==> config.mk <==
export PLATFORM = sky130hd
export DESIGN_NAME = con_port_arbiter
export DESIGN_NICKNAME = d
export VERILOG_FILES = /design/src/rtl/con_port_arbiter_pkg.sv /design/src/rtl/arb_rr2_pick.sv /design/src/rtl/con_port_arbiter.sv
export SDC_FILE = /design/constraint.sdc
export NUM_CORES = 1
export LEC_CHECK = 0
export BUFFER_PORTS_ARGS = -buffer_cell sky130_fd_sc_hd__buf_2
export CAP_MARGIN = 30
export CORE_AREA = 2 2 97 99
export DETAILED_ROUTE_END_ITERATION = 8
export DIE_AREA = 0 0 99 101
export GPL_ROUTABILITY_DRIVEN = 0
export PLACE_DENSITY = 0.81
export SLEW_MARGIN = 20
export SYNTH_ARGS = -nofsm -noshare
export SYNTH_HDL_FRONTEND = slang
export SYNTH_SLANG_ARGS = --single-unit
export TNS_END_PERCENT = 100
==> constraint.sdc <==
create_clock -name clk -period 2.19 [get_ports clk]
set_clock_uncertainty 0.1 [all_clocks]
set_input_delay 0.3285 -clock clk [delete_from_list [all_inputs] [get_ports clk]]
set_output_delay 0.3285 -clock clk [all_outputs]
set_load 0.02 [all_outputs]
==> src/rtl/con_port_arbiter_pkg.sv <==
// Shared widths and requester ids for the datamem side-port arbiter.
package con_port_arbiter_pkg;

    localparam int CON_ADDR_W    = 11;
    localparam int CON_DATA_W    = 32;
    localparam int CON_BE_W      = 4;
    localparam int CON_MAX_BURST = 8;

    typedef enum logic {
        REQ_R0 = 1'b0,
        REQ_R1 = 1'b1
    } req_id_e;

endpackage

==> src/rtl/arb_rr2_pick.sv <==
// Two-way round-robin pick with bounded lock; purely combinational, no backpressure of its own.
module arb_rr2_pick (
    input  logic [1:0] req,
    input  logic [1:0] lock,
    input  logic       owner,
    input  logic       burst_at_max,
    output logic [1:0] gnt,
    output logic       winner
);

    always_comb begin
        gnt    = 2'b00;
        winner = owner;
        case (req)
            2'b01:   winner = 1'b0;
            2'b10:   winner = 1'b1;
            // Contention: the owner keeps the port only while locked and under its burst budget.
            2'b11:   winner = (lock[owner] && !burst_at_max) ? owner : ~owner;
            default: winner = owner;
        endcase
        if (req != 2'b00) begin
            gnt[winner] = 1'b1;
        end
    end

endmodule

==> src/rtl/con_port_arbiter.sv <==
// Shares the core datamem side port between two masters: 0-cycle grant, 1-cycle read return.
// A requester holds req until gnt; the losing side simply waits (bounded by MAX_BURST under lock).
module con_port_arbiter
    import con_port_arbiter_pkg::*;
#(
    parameter int ADDR_W    = CON_ADDR_W,
    parameter int DATA_W    = CON_DATA_W,
    parameter int BE_W      = CON_BE_W,
    parameter int MAX_BURST = CON_MAX_BURST
) (
    input  logic              clk,
    input  logic              nrst,
    input  logic              r0_req,
    input  logic              r0_lock,
    input  logic [ADDR_W-1:0] r0_addr,
    input  logic [BE_W-1:0]   r0_wr,
    input  logic [DATA_W-1:0] r0_wdata,
    output logic              r0_gnt,
    output logic              r0_rvalid,
    output logic [DATA_W-1:0] r0_rdata,
    input  logic              r1_req,
    input  logic              r1_lock,
    input  logic [ADDR_W-1:0] r1_addr,
    input  logic [BE_W-1:0]   r1_wr,
    input  logic [DATA_W-1:0] r1_wdata,
    output logic              r1_gnt,
    output logic              r1_rvalid,
    output logic [DATA_W-1:0] r1_rdata,
    output logic [ADDR_W-1:0] mem_addr,
    output logic [BE_W-1:0]   mem_wr,
    output logic [DATA_W-1:0] mem_wdata,
    input  logic [DATA_W-1:0] mem_rdata,
    output logic              owner
);

    localparam int CNT_W = $clog2(MAX_BURST + 1);

    req_id_e           r_owner;
    req_id_e           r_rd_id;
    logic              r_rd_pend;
    logic [CNT_W-1:0]  r_burst_cnt;
    logic [DATA_W-1:0] r_rdata0;
    logic [DATA_W-1:0] r_rdata1;

    logic [1:0]        w_req;
    logic [1:0]        w_lock;
    logic [1:0]        w_gnt;
    logic              w_winner;
    logic              w_access;
    logic              w_rd_access;
    logic              w_burst_at_max;
    logic [ADDR_W-1:0] w_win_addr;
    logic [BE_W-1:0]   w_win_wr;
    logic [DATA_W-1:0] w_win_wdata;

    assign w_req          = {r1_req, r0_req};
    assign w_lock         = {r1_lock, r0_lock};
    assign w_burst_at_max = (r_burst_cnt == CNT_W'(MAX_BURST));

    arb_rr2_pick u_pick (
        .req          (w_req),
        .lock         (w_lock),
        .owner        (r_owner),
        .burst_at_max (w_burst_at_max),
        .gnt          (w_gnt),
        .winner       (w_winner)
    );

    assign r0_gnt      = w_gnt[0];
    assign r1_gnt      = w_gnt[1];
    assign w_access    = |w_gnt;
    assign w_win_addr  = w_winner ? r1_addr  : r0_addr;
    assign w_win_wr    = w_winner ? r1_wr    : r0_wr;
    assign w_win_wdata = w_winner ? r1_wdata : r0_wdata;
    assign w_rd_access = w_access && (w_win_wr == '0);

    // Idle cycles drive zeros so a stray requester field can never reach the core as a write.
    assign mem_addr  = w_access ? w_win_addr  : '0;
    assign mem_wr    = w_access ? w_win_wr    : '0;
    assign mem_wdata = w_access ? w_win_wdata : '0;
    assign owner     = r_owner;

    always_ff @(posedge clk or negedge nrst) begin
        if (!nrst) begin
            r_owner     <= REQ_R1;
            r_burst_cnt <= '0;
            r_rd_pend   <= 1'b0;
            r_rd_id     <= REQ_R0;
        end else begin
            r_rd_pend <= w_rd_access;
            if (w_rd_access) begin
                r_rd_id <= req_id_e'(w_winner);
            end
            if (w_access) begin
                r_owner <= req_id_e'(w_winner);
                if ((req_id_e'(w_winner) != r_owner) || !w_lock[w_winner]) begin
                    r_burst_cnt <= '0;
                end else if (!w_burst_at_max) begin
                    r_burst_cnt <= r_burst_cnt + CNT_W'(1);
                end
            end
        end
    end

    assign r0_rvalid = r_rd_pend && (r_rd_id == REQ_R0);
    assign r1_rvalid = r_rd_pend && (r_rd_id == REQ_R1);

    // Core data arrives in the rvalid cycle; the hold register keeps it visible afterwards.
    always_ff @(posedge clk or negedge nrst) begin
        if (!nrst) begin
            r_rdata0 <= '0;
            r_rdata1 <= '0;
        end else begin
            if (r0_rvalid) begin
                r_rdata0 <= mem_rdata;
            end
            if (r1_rvalid) begin
                r_rdata1 <= mem_rdata;
            end
        end
    end

    assign r0_rdata = r0_rvalid ? mem_rdata : r_rdata0;
    assign r1_rdata = r1_rvalid ? mem_rdata : r_rdata1;

endmodule
==> impl_summary.log, run 1 <==
[metrics] status: finished, violations left
[metrics] failing checks: setup timing
[metrics] final critical-path share of the clock period: 1.14
[metrics] overall die width: 99 um
[metrics] overall track demand over capacity in global routing: 0.224
[metrics] final number of setup-violating endpoints: 49
[metrics] first-pass GRT wire length: 17700 um
[metrics] number of buffers added by the clock tree synthesis step: 9
[metrics] Max Slew Vio Count: 0
[metrics] commonest non-fill, non-tap cell in the layout: sky130_fd_sc_hd__buf_2
[metrics] DP HPWL: 8670 um
[metrics] post-route worst setup slack: -310 ps
[metrics] count of placed standard cells in the final layout, fillers left out: 729
[metrics] clock tree from TritonCTS: built
[metrics] required time of the worst setup path: 1760 ps
[metrics] startpoint-to-endpoint class of the critical path: reg -> out
[metrics] headroom to the max-slew limit: 0.601
[metrics] fill cell total of the finished layout: 639
[metrics] Yosys cell types: 32
[metrics] area growth from synthesis to final layout: 64.0%
[metrics] wire length after detailed routing: 12600 um
[metrics] total vias in the final route: 3603
[metrics] worst slack at placement: -10.8 ps
[metrics] post-synth top area cell: sky130_fd_sc_hd__dfrtp_1
[metrics] area of the mapped netlist: 3780 sq um
[metrics] Remaining DRCs: 0
[metrics] buffer levels on the longest clock path: 2
[metrics] CTS H-Tree Depth: 3
[metrics] Die Span Y: 101 um
[metrics] transition time of the tightest slew-check pin: 599 ps
[metrics] share of final-layout standard cells stronger than drive strength 1: 0.689
[metrics] WHS: 145 ps
[metrics] maximum clock frequency: 0.400 GHz
[metrics] average instance area after synthesis: 11.2 sq um
[metrics] post-route minimum period: 2500 ps
[metrics] initial DRC count: 66
[metrics] Crit. End Element: output pin
[metrics] row count: 35
[metrics] number of global-route vias before repair: 3675
[metrics] hold path startpoint: mem_rdata[17]
[metrics] clock-pin transition on the worst setup and hold timing paths: 80 ps
[metrics] critical path startpoint: r_burst_cnt[1]$_DFFE_PN0P_
[metrics] critical path launch point type: flip-flop
[metrics] Core Region: 8980 sq um
[metrics] initial core utilization: 0.421
[metrics] register area share after synthesis: 0.471
[metrics] length of the first detailed-routing pass in iterations: 4
[metrics] pin count of the biggest net entering global routing: 47
[metrics] Total Neg Setup Slack: -13210 ps
[metrics] Hold Vio Cnt, Final: 0
[metrics] die footprint: 10000 sq um
[metrics] post-detailed-route count of antenna-violating nets: 0
[metrics] largest voltage drop on the vdd net: 0.734 mV
[metrics] total overflow reported by the global router: 0
[metrics] RSZ-0062 raised after global routing: true
[metrics] area share of the largest cell type after synthesis: 0.464
[metrics] post-synth net total: 472
[metrics] number of standard cells after synthesis: 338
[metrics] commonest non-fill, non-tap cells in the layout: 184 x sky130_fd_sc_hd__buf_2, 70 x sky130_fd_sc_hd__dfrtp_1, 66 x sky130_fd_sc_hd__buf_4
[metrics] power density normalized to cell area: 765 nW/um^2
[metrics] number of antenna violations at the first check in global routing: 1
[metrics] Final Power: 4.74 mW
[metrics] # clock sinks: 71
[metrics] critical register-to-register path startpoint: r_burst_cnt[1]$_DFFE_PN0P_
[metrics] count of yosys warnings during synthesis: 0
[metrics] Port Buffers: 247
[metrics] CP Max Fanout: 9
[metrics] worst skew pair latency: 330 ps
[metrics] Hold Path Class: in -> reg
[metrics] number of max-capacitance violations reported: 0
[metrics] clock root buffer: sky130_fd_sc_hd__clkbuf_8
[metrics] Lkg Pwr: 3.35 nW
[metrics] top cells by area in the synthesized netlist: sky130_fd_sc_hd__dfrtp_1 46%, sky130_fd_sc_hd__mux2_2 19%, sky130_fd_sc_hd__mux2i_1 12%
[metrics] endpoint arrival time on the critical path: 2070 ps
[metrics] average wire per cell in the routed design: 17.3 um
[metrics] per-cell via count in the routed design: 4.94
[metrics] DP Cell Count: 694
[metrics] number of top-level pins: 248
[metrics] number of synthesized register bits: 71
[metrics] final net count: 746
## layout make-up
type                            instances  area (sq um)  share of cell area
Clock buffer                           10           128              0.0206
Timing Repair Buffer                  279          1910               0.309
Inverter                               48           180              0.0291
Multi-Input combinational cell        203          2010               0.324
Antenna cell                            1          2.50            0.000404
Clock inverter                          6          45.0             0.00727
Sequential cell                        71          1780               0.287
Tap cell                              111           139              0.0224
## cell families (layout without fill, tap and decap cells)
family | after synthesis | in the layout | share of synthesized area
other | 0 | 1 | 0
muxes | 109 | 109 | 0.310
DFF | 71 | 71 | 0.471
AOI/OAI and AO/OA | 20 | 20 | 0.0378
xor gates and xnor gates | 1 | 1 | 0.00232
buffers and inverters | 65 | 343 | 0.0834
and+or+nand+nor | 70 | 71 | 0.0891
adders and majority gates | 2 | 2 | 0.00662
## critical path: stages (launching register included)
cell	delay, ps
sky130_fd_sc_hd__dfrtp_1	400
sky130_fd_sc_hd__inv_2	80
sky130_fd_sc_hd__ha_4	150
sky130_fd_sc_hd__nand3b_4	100
sky130_fd_sc_hd__a211oi_4	280
sky130_fd_sc_hd__buf_12	150
sky130_fd_sc_hd__nor2_8	60
sky130_fd_sc_hd__buf_12	160
sky130_fd_sc_hd__mux2i_2	190
sky130_fd_sc_hd__buf_4	170
## sequential cells by signal, summed over array words and instances, names as in the netlist
register,flops
owner,1
r_rd_pend,1
r_rd_id,1
r_rdata0,32
r_burst_cnt,4
r_rdata1,32
## cell usage after synthesis
library cell	count
sky130_fd_sc_hd__xnor2_1	1
sky130_fd_sc_hd__nor2_8	1
sky130_fd_sc_hd__a21oi_1	6
sky130_fd_sc_hd__inv_1	48
sky130_fd_sc_hd__o21a_1	1
sky130_fd_sc_hd__and3b_1	2
sky130_fd_sc_hd__nor2_1	4
sky130_fd_sc_hd__or2_2	1
sky130_fd_sc_hd__a221o_1	1
sky130_fd_sc_hd__mux2i_1	44
sky130_fd_sc_hd__nand3b_4	1
sky130_fd_sc_hd__nor4_1	2
sky130_fd_sc_hd__buf_2	5
sky130_fd_sc_hd__dfstp_2	1
sky130_fd_sc_hd__o21bai_1	1
sky130_fd_sc_hd__nand2_1	47
sky130_fd_sc_hd__nor2b_1	2
sky130_fd_sc_hd__a22o_2	1
sky130_fd_sc_hd__nand3_1	8
sky130_fd_sc_hd__a22o_1	1
sky130_fd_sc_hd__ha_1	2
sky130_fd_sc_hd__mux2_2	65
sky130_fd_sc_hd__a211oi_4	1
sky130_fd_sc_hd__nand4b_1	1
sky130_fd_sc_hd__o21ai_0	6
sky130_fd_sc_hd__buf_12	4
sky130_fd_sc_hd__buf_1	3
sky130_fd_sc_hd__dfrtp_1	70
sky130_fd_sc_hd__a211o_2	1
sky130_fd_sc_hd__nand3b_1	1
sky130_fd_sc_hd__clkbuf_1	5
sky130_fd_sc_hd__o21ai_2	1
## through the flow
stage,util,instance area (sq um)
3_3_place_gp,0.599,5380
6_report,0.690,6200
4_1_cts,0.654,5870
5_1_grt,0.690,6190
2_1_floorplan,-,3950
3_5_place_dp,0.599,5380
## repair_timing
| action | CTS | global route |
|---|---|---|
| setup endpoints to repair | 50 | 82 |
| resized for setup | 71 | 55 |
| setup buffers | 7 | 5 |
| hold endpoints to repair | 24 | 0 |
| cloned | 3 | 6 |
| hold buffers | 1 | 0 |
| pin swaps | 12 | 7 |
## path summary, 6_finish.rpt
path,cells after the start,to,slack (ps)
min in group asynchronous,2,r_rdata1[9]$_DFF_PN0_,440
worst min-delay path,2,r_rdata0[17]$_DFF_PN0_,140
max in group asynchronous,3,r_rdata1[30]$_DFF_PN0_,890
worst min register to register,1,r_rdata1[5]$_DFF_PN0_,400
worst max register to register,9,r_rd_pend$_DFF_PN0_,350
worst max-delay path,9,mem_wdata[16],-310
## where the power goes
group,internal (mW),switching [mW]
Clock,0.417,0.507
Combinational,0.940,1.16
Sequential,1.62,0.0940
Total,2.98,1.76
## layer usage
metal,up-vias,GRT usage,share of wire
li1,1674,-,-
met1,1725,0.240,0.36
met2,182,0.414,0.53
met3,20,0.0742,0.083
met4,2,0.0759,0.018
met5,-,0,0.0010
Note: power is estimated with default switching activity, not from simulation.
==> run 2, diff against run 1 <==
--- a/config.mk
+++ b/config.mk
@@ -8,9 +8,11 @@
 export BUFFER_PORTS_ARGS = -buffer_cell sky130_fd_sc_hd__buf_2
 export CAP_MARGIN = 30
 export CORE_AREA = 2 2 97 99
+export CTS_CLUSTER_DIAMETER = 30
 export DETAILED_ROUTE_END_ITERATION = 8
 export DIE_AREA = 0 0 99 101
 export GPL_ROUTABILITY_DRIVEN = 0
+export MAX_ROUTING_LAYER = met4
 export PLACE_DENSITY = 0.81
 export SLEW_MARGIN = 20
 export SYNTH_ARGS = -nofsm -noshare
==> constraint.sdc (replaced) <==
create_clock -name clk -period 2.19 [get_ports clk]
set_clock_uncertainty 0.1 [all_clocks]
set_input_delay 0.3285 -clock clk [delete_from_list [all_inputs] [get_ports clk]]
set_output_delay 0.3285 -clock clk [all_outputs]
set_load 0.01 [all_outputs]
==> run 2 against run 1 <==
  * The flow still finishes with violations (setup timing)
  * Final area shrank 9.6%
  * Hold slack gained 2.2 ps
  * Non-clock buffer count shrank 7
  * Sequential power is essentially flat
  * Critical path type unchanged
  * Core utilization shrank 6.6 points
  * Maximum frequency grew 2.5%
  * Cell count shrank 1.1%
  * Critical endpoint is now mem_wdata[10]
==> impl_summary.log, run 2 (same netlist as run 1, synthesis figures left out) <==
[metrics] wire length after detailed routing: 11700 um
[metrics] Remaining DRCs: 0
[metrics] initial DRC count: 96
[metrics] largest voltage drop on the vdd net: 0.762 mV
[metrics] RSZ-0062 raised after global routing: true
[metrics] critical path launch point type: flip-flop
[metrics] number of buffers added by the clock tree synthesis step: 9
[metrics] buffer levels on the longest clock path: 2
[metrics] per-cell via count in the routed design: 4.91
[metrics] number of global-route vias before repair: 3619
[metrics] clock-pin transition on the worst setup and hold timing paths: 80 ps
[metrics] transition time of the tightest slew-check pin: 658 ps
[metrics] commonest non-fill, non-tap cells in the layout: 246 x sky130_fd_sc_hd__buf_2, 70 x sky130_fd_sc_hd__dfrtp_1, 65 x sky130_fd_sc_hd__mux2_2
[metrics] sequential cell area: 1780 sq um
[metrics] # clock sinks: 71
[metrics] number of antenna violations at the first check in global routing: 1
[metrics] Core Region: 8980 sq um
[metrics] Die Span Y: 101 um
[metrics] post-route minimum period: 2440 ps
[metrics] row count: 35
[metrics] commonest non-fill, non-tap cell in the layout: sky130_fd_sc_hd__buf_2
[metrics] average wire per cell in the routed design: 16.2 um
[metrics] status: finished, violations left
[metrics] CP Max Fanout: 7
[metrics] Hold Path Class: in -> reg
[metrics] total overflow reported by the global router: 0
[metrics] worst skew pair latency: 330 ps
[metrics] final net count: 738
[metrics] area growth from synthesis to final layout: 48.2%
[metrics] total vias in the final route: 3538
[metrics] Crit. End Element: output pin
[metrics] Lkg Pwr: 3.23 nW
[metrics] share of final-layout standard cells stronger than drive strength 1: 0.609
[metrics] overall die width: 99 um
[metrics] clock tree from TritonCTS: built
[metrics] power density normalized to cell area: 767 nW/um^2
[metrics] first-pass GRT wire length: 17700 um
[metrics] worst slack at placement: -32.1 ps
[metrics] combined area of the multi-input logic cells: 1770 sq um
[metrics] post-route design area: 5600 sq um
[metrics] post-route worst setup slack: -249 ps
[metrics] headroom to the max-slew limit: 0.561
[metrics] cell area after placement: 5200 sq um
[metrics] fill cell total of the finished layout: 745
[metrics] number of top-level pins: 248
[metrics] final number of setup-violating endpoints: 48
[metrics] DP Cell Count: 694
[metrics] startpoint-to-endpoint class of the critical path: reg -> out
[metrics] length of the first detailed-routing pass in iterations: 4
[metrics] largest registers ranked by flip-flop count: r_rdata0: 32 flops, r_rdata1: 32 flops, r_burst_cnt: 4 flops
[metrics] clock root buffer: sky130_fd_sc_hd__clkbuf_8
[metrics] maximum clock frequency: 0.410 GHz
[metrics] Max Slew Vio Count: 0
[metrics] CTS H-Tree Depth: 3
[metrics] post-detailed-route count of antenna-violating nets: 0
[metrics] Hold Vio Cnt, Final: 0
[metrics] endpoint arrival time on the critical path: 2010 ps
[metrics] Port Buffers: 247
[metrics] DP HPWL: 9010 um
[metrics] overall track demand over capacity in global routing: 0.234
[metrics] number of max-capacitance violations reported: 0
[metrics] final critical-path share of the clock period: 1.11
[metrics] required time of the worst setup path: 1760 ps
[metrics] count of placed standard cells in the final layout, fillers left out: 721
[metrics] failing checks: setup timing
[metrics] pin count of the biggest net entering global routing: 39
[metrics] die footprint: 10000 sq um
[metrics] initial core utilization: 0.421
[run 2: changes by cell type in the layout (fill, tap and decap cells not counted), moves of 3 or more]
cell / previous run / this run
sky130_fd_sc_hd__buf_12: 10 / 7
sky130_fd_sc_hd__buf_2: 184 / 246
sky130_fd_sc_hd__buf_4: 66 / 12
sky130_fd_sc_hd__buf_6: 12 / 6
sky130_fd_sc_hd__clkbuf_16: 5 / 0
sky130_fd_sc_hd__mux2_2: 52 / 65
sky130_fd_sc_hd__mux2_4: 13 / 0
sky130_fd_sc_hd__mux2i_1: 4 / 43
sky130_fd_sc_hd__mux2i_2: 37 / 0
sky130_fd_sc_hd__nand3_1: 3 / 7
sky130_fd_sc_hd__nand3_2: 5 / 0
sky130_fd_sc_hd__o21ai_2: 4 / 1
[run 2: area by class of cell]
| class | count | share of cell area |
|---|---|---|
| Sequential cell | 71 | 0.317 |
| Tap cell | 111 | 0.0248 |
| Antenna cell | 1 | 0.000447 |
| Clock inverter | 6 | 0.0123 |
| Timing Repair Buffer | 272 | 0.275 |
| Clock buffer | 10 | 0.0228 |
| Inverter | 48 | 0.0322 |
| Multi-Input combinational cell | 202 | 0.315 |
[run 2: power breakdown]
part | total (mW) | switching [mW] | internal [mW]
Clock | 1.02 | 0.488 | 0.532
Combinational | 1.56 | 0.796 | 0.761
Sequential | 1.72 | 0.0954 | 1.62
Total | 4.30 | 1.38 | 2.92
[run 2: final timing paths]
check,start,to,slack (ps),cells past startpoint
min in group asynchronous,nrst,r_rdata0[9]$_DFF_PN0_,460,2
max in group asynchronous,nrst,r_rdata0[7]$_DFF_PN0_,960,3
worst max register to register,r_burst_cnt[1]$_DFFE_PN0P_,r_burst_cnt[2]$_DFFE_PN0P_,400,7
worst min register to register,r_rdata1[29]$_DFF_PN0_,r_rdata1[29]$_DFF_PN0_,400,1
worst min-delay path,mem_rdata[15],r_rdata0[15]$_DFF_PN0_,150,2
worst max-delay path,r_burst_cnt[1]$_DFFE_PN0P_,mem_wdata[10],-250,10
[run 2: what timing repair did]
item                                    in CTS  in global routing
hold buffers                                 1                  0
resized for setup                           24                  7
gates cloned                                 1                  0
endpoints found under the hold margin       23                  0
buffers inserted                             9                  1
pin swaps                                    6                  1
endpoints found under the setup margin      71                 71
[run 2: per-stage QoR]
step / utilization / setup TNS, ps / hold slack [ps] / power, mW
3_3_place_gp: 0.579 / 0 / 280 / 3.16
6_report: 0.624 / -8030 / 147 / 4.30
3_5_place_dp: 0.579 / -49.9 / 293 / 3.23
2_1_floorplan: - / 0 / -67.1 / 2.53
5_1_grt: 0.624 / -13030 / 130 / 4.54
4_1_cts: 0.623 / -10830 / 127 / 4.34
[run 2: layer usage]
metal | wire [um] | vias up | GRT usage
met4 | 320 | 0 | 0.0896
met5 | 0 | - | -
li1 | - | 1651 | -
met3 | 938 | 25 | 0.0576
met1 | 4260 | 1673 | 0.252
met2 | 6140 | 189 | 0.415
[run 2: critical path, cell delays in order, from the launching register on]
cell	delay [ps]
sky130_fd_sc_hd__dfrtp_1	390
sky130_fd_sc_hd__inv_2	70
sky130_fd_sc_hd__ha_4	140
sky130_fd_sc_hd__nand3b_4	90
sky130_fd_sc_hd__a211oi_4	240
sky130_fd_sc_hd__buf_6	150
sky130_fd_sc_hd__nor2_8	60
sky130_fd_sc_hd__buf_6	130
sky130_fd_sc_hd__buf_6	110
sky130_fd_sc_hd__mux2i_1	150
sky130_fd_sc_hd__buf_2	160
